### src/rtl/register_file.sv
// register_file: 2**ADDR_WIDTH x DATA_WIDTH integer registers, x0 reads zero, two async reads, one sync write
module register_file #(
  parameter int DATA_WIDTH = 32,
  parameter int ADDR_WIDTH = 5
) (
  input  logic                  clk,
  input  logic                  reset,
  input  logic                  we3,
  input  logic [ADDR_WIDTH-1:0] ra1,
  input  logic [ADDR_WIDTH-1:0] ra2,
  input  logic [ADDR_WIDTH-1:0] wa3,
  input  logic [DATA_WIDTH-1:0] wd3,
  output logic [DATA_WIDTH-1:0] rd1,
  output logic [DATA_WIDTH-1:0] rd2
);
  localparam int N = 2 ** ADDR_WIDTH;
  logic [DATA_WIDTH-1:0] regs_q [N];
  logic [DATA_WIDTH-1:0] regs_d [N];
  always_comb begin
    regs_d = regs_q;
    if (we3 && wa3 != '0) regs_d[wa3] = wd3;
  end
  always_ff @(posedge clk) begin
    if (reset) regs_q <= '{default: '0};
    else regs_q <= regs_d;
  end
  assign rd1 = (ra1 == '0) ? '0 : regs_q[ra1];
  assign rd2 = (ra2 == '0) ? '0 : regs_q[ra2];
endmodule

### config.mk
export PLATFORM = sky130hd
export DESIGN_NAME = register_file
export DESIGN_NICKNAME = d
export VERILOG_FILES = /design/src/rtl/register_file.sv
export SDC_FILE = /design/constraint.sdc
export NUM_CORES = 2
export LEC_CHECK = 0
export BUFFER_PORTS_ARGS = -buffer_cell sky130_fd_sc_hd__buf_2
export CORE_UTILIZATION = 40
export CTS_CLUSTER_SIZE = 8
export DETAILED_ROUTE_END_ITERATION = 10
export PLACE_DENSITY = 0.63
export SYNTH_ARGS = -nofsm -noshare
export SYNTH_HDL_FRONTEND = slang
export SYNTH_SLANG_ARGS = --single-unit
### constraint.sdc
create_clock -name clk -period 4.3 [get_ports clk]
set_input_delay 0.215 -clock clk [delete_from_list [all_inputs] [get_ports clk]]
set_output_delay 0.215 -clock clk [all_outputs]
set_load 0.01 [all_outputs]
==> summary.txt <==
Synth
  – Post-Synthesis Cells: approximately 6000
  – Synth warn: 0
  – FFs w/ async S/R, synth: 0%
  – Post-Synth XOR/XNOR Area: 0%
  – Dominant cell type by area after synthesis: dfxtp_1
  – Distinct cells, synth: 45
  – Yosys reg bits: ~1000
  – Seq/Total Area, Yosys: approximately 40%
  – Yosys top cell area share: 39.4%
  – Area fraction in compound gates after synthesis: 15.2%
  – Largest family of logic cells by synthesized area: multiplexers
  – Synth top area cells: dfxtp_1 39%, mux4_2 15%, nand2_1 15%, a21oi_1 9.9%, mux2i_1 6.3%
  – Adder-Cell Fraction of Synth Area: 0%
  – Synth Cell Area: 0.0521 sq mm
  – Post-synth EDFFs: 0
  – Prevailing post-synth register cell: dfxtp_1
  – Syn_area_per_cell: a little under 9 sq um
  – Syn nets: just over 6000
  – Post-Synth Simple-Gate Area: around 17%
  – Mux contribution to synthesized area: 22.6%

Clock network
  – Post_cts resized: 0
  – Clk_lat worst skew: 0.76 ns
  – CTS tree: yes
  – CTS sink cnt: 1024
  – CTS root buf: clkbuf_16
  – CTS hold repair buffers: 16
  – H-tree depth: 4
  – Clk slew on worst S/H paths: 0.05 ns
  – Clock Path Buffers: 3
  – Setup bufs post-CTS: 0
  – Number of CTS-inserted buffers: 146

Drt
  – DRC: 0
  – Via density: 6.37
  – Number of DRC markers in iteration 0: 7923
  – Routed len/inst: 28.1 um
  – 1st-pass router iterations: 9
  – Vias: between 40000 and 50000
  – Antenna viol nets, final: 0
  – Final WL: 213 mm

Cells and area
  – Area Overhead vs Synth: 11.2%
  – Largest register FFs: slightly above 1000
  – Layout cells sized above 1: 16.1%
  – Most frequent cells in the layout: 2003 x nand2_1, 1032 x a21oi_1, 1024 x dfxtp_1
  – Final Cell Area: 0.0579 sq mm
  – Most common cell after layout, fill and taps aside: nand2_1
  – Layout net count: 5856
  – Multi-input logic area: 0.0289 sq mm
  – # fillers: 12300
  – Biggest register: regs_q
  – Largest registers: regs_q: 1024 flops
  – FF/Latch Area: around 0.020 sq mm

Critical path
  – CP Buf/Inv Count: 4
  – Slowest-stage cell, CP: a2111oi_1
  – Max FO, Critical Path: 58
  – FF-to-FF End: regs_q[8]
  – Reg2reg path depth: 2
  – CP delay by family, top: compound AO/OA/AOI/OAI gates
  – Worst R2R Setup Slack: 3.59 ns
  – Crit end category: output port
  – Arrival @ worst endpoint: 3.70 ns
  – Cell-by-cell trace of the critical path: buf_8, buf_4, mux4_2, a22o_1, a2111oi_1, buf_4, a311oi_1, buf_2
  – Delay of the slowest critical-path stage: 1.08 ns
  – Critical R2R Launch: regs_q[8]
  – CP Launch Type: input port
  – Critical Path RT: 4.09 ns
  – Critical path class: input port to output port
  – Worst path most repeated cell: buf_4

Timing
  – Setup_tns: 0 ns
  – Shortest period the worst path allows: around 3.9 ns
  – Final Max Tran Viols: 2
  – Final Worst Setup Slack: 0.385 ns
  – Fmax: between 200 and 300 MHz
  – Tcrit/Tclk final: 91.0%
  – Final hold viol count: 1
  – Setup Skew: 0 ns
  – RSZ-0062 raised after global routing: false
  – Final hold slack: -0.00506 ns
  – Worst slew pin tran: 1.56 ns
  – Worst rel slew slack: -5.20%
  – Final setup fails: 0

GRT
  – Total track usage: about a third
  – Largest net degree at the start of global routing: 121
  – Antenna violations before repair: 18
  – Overflow after GRT: 0
  – First-pass GRT wire length: around 310 mm
  – Vias in the first global route: 45200

Min path
  – Hold path depth: 2
  – Worst hold endpoint: regs_q[303]
  – Worst hold start: reset
  – Min-delay worst type: input port to flip-flop

Die
  – Die Span Y: 363 um
  – Die Width: 363 um
  – Die ar.: 0.132 sq mm
  – Floorplan row count: 132
  – Core ar.: 0.129 sq mm
  – Top Ports: 114
  – Initial Util: 40.3%

Pwr
  – Max VDD drop: 420 uV
  – Total chip power: 22000 uW
  – Pleak: 0.0191 uW
  – Power Dens Cells: 380 mW/mm^2

Place
  – Placed cell areas: 0.0538 sq mm
  – GP Congestion: 0.944
  – Hpwl dp: 128 mm
  – Pre-CTS setup slack: 0.569 ns
  – IO Port Bufs: 113

Flow run
  – Max-cap viol count: 1

Status
  – Status: finished with violations
  – Failing checks: negative hold slack, max-capacitance violations, max-slew violations
-- synthesized netlist by cell type (32+ instances only) --
cell type     n
mux2i_1     328
clkbuf_1    424
dfxtp_1    1024
buf_1        45
nand2_1    2029
o22ai_1      45
a22o_1       55
buf_2        84
a21oi_1    1032
nor3_1       42
nor2b_1      74
a211oi_1     58
mux4_2      357
buf_4        32
buf_6        36
a22oi_1     100
-- logic make-up after synthesis --
group | count (synthesis)
AOI/OAI and AO/OA | 1371
buffers and inverters | 630
DFF | 1024
muxes | 717
and+or+nand+nor | 2242
-- metrics by stage --
stage / utilization (%) / instances
after floorplan: - / 5984
after global placement: 41.6 / 7384
after detailed placement: 41.6 / 7384
after CTS: 44.8 / 7565
after global routing: 44.8 / 7567
final: 44.8 / 7572
-- worst max path at each step --
| stage | startpoint | to | slack (ns) | cells past startpoint |
|---|---|---|---|---|
| finish | ra1[0] | rd1[18] | 0.38 | 8 |
| global route | ra1[0] | rd1[18] | 0.46 | 8 |
| global placement | ra1[0] | rd1[18] | 0.56 | 8 |
| CTS | ra1[0] | rd1[18] | 0.56 | 8 |
| floorplan | ra1[0] | rd1[0] | 2.31 | 6 |
| detailed placement | ra1[0] | rd1[18] | 0.57 | 8 |
-- power breakdown --
part	total (uW)	internal (uW)	switching [uW]
Combinational	1930	567	1370
Clock	10400	6160	4280
Sequential	9630	9580	54.6
Total	22000	16300	5710
-- area by class of cell --
| class | count | share of cell area, % |
|---|---|---|
| clock inverter | 12 | 0.233 |
| inverter | 1 | 0.00648 |
| timing repair buffer | 303 | 4.08 |
| clock buffer | 153 | 6.54 |
| antenna | 7 | 0.0303 |
| sequential | 1024 | 35.4 |
| tap | 1742 | 3.77 |
| multi-input combinational | 4330 | 49.9 |
-- per-layer routing --
layer | GRT usage [%] | part of all wire (%)
met5 | 0 | 0.058
met4 | 16.9 | 5.6
met3 | 9.25 | 14
met2 | 45.9 | 42
met1 | 41.4 | 38
(Power assumes the default switching activity.)
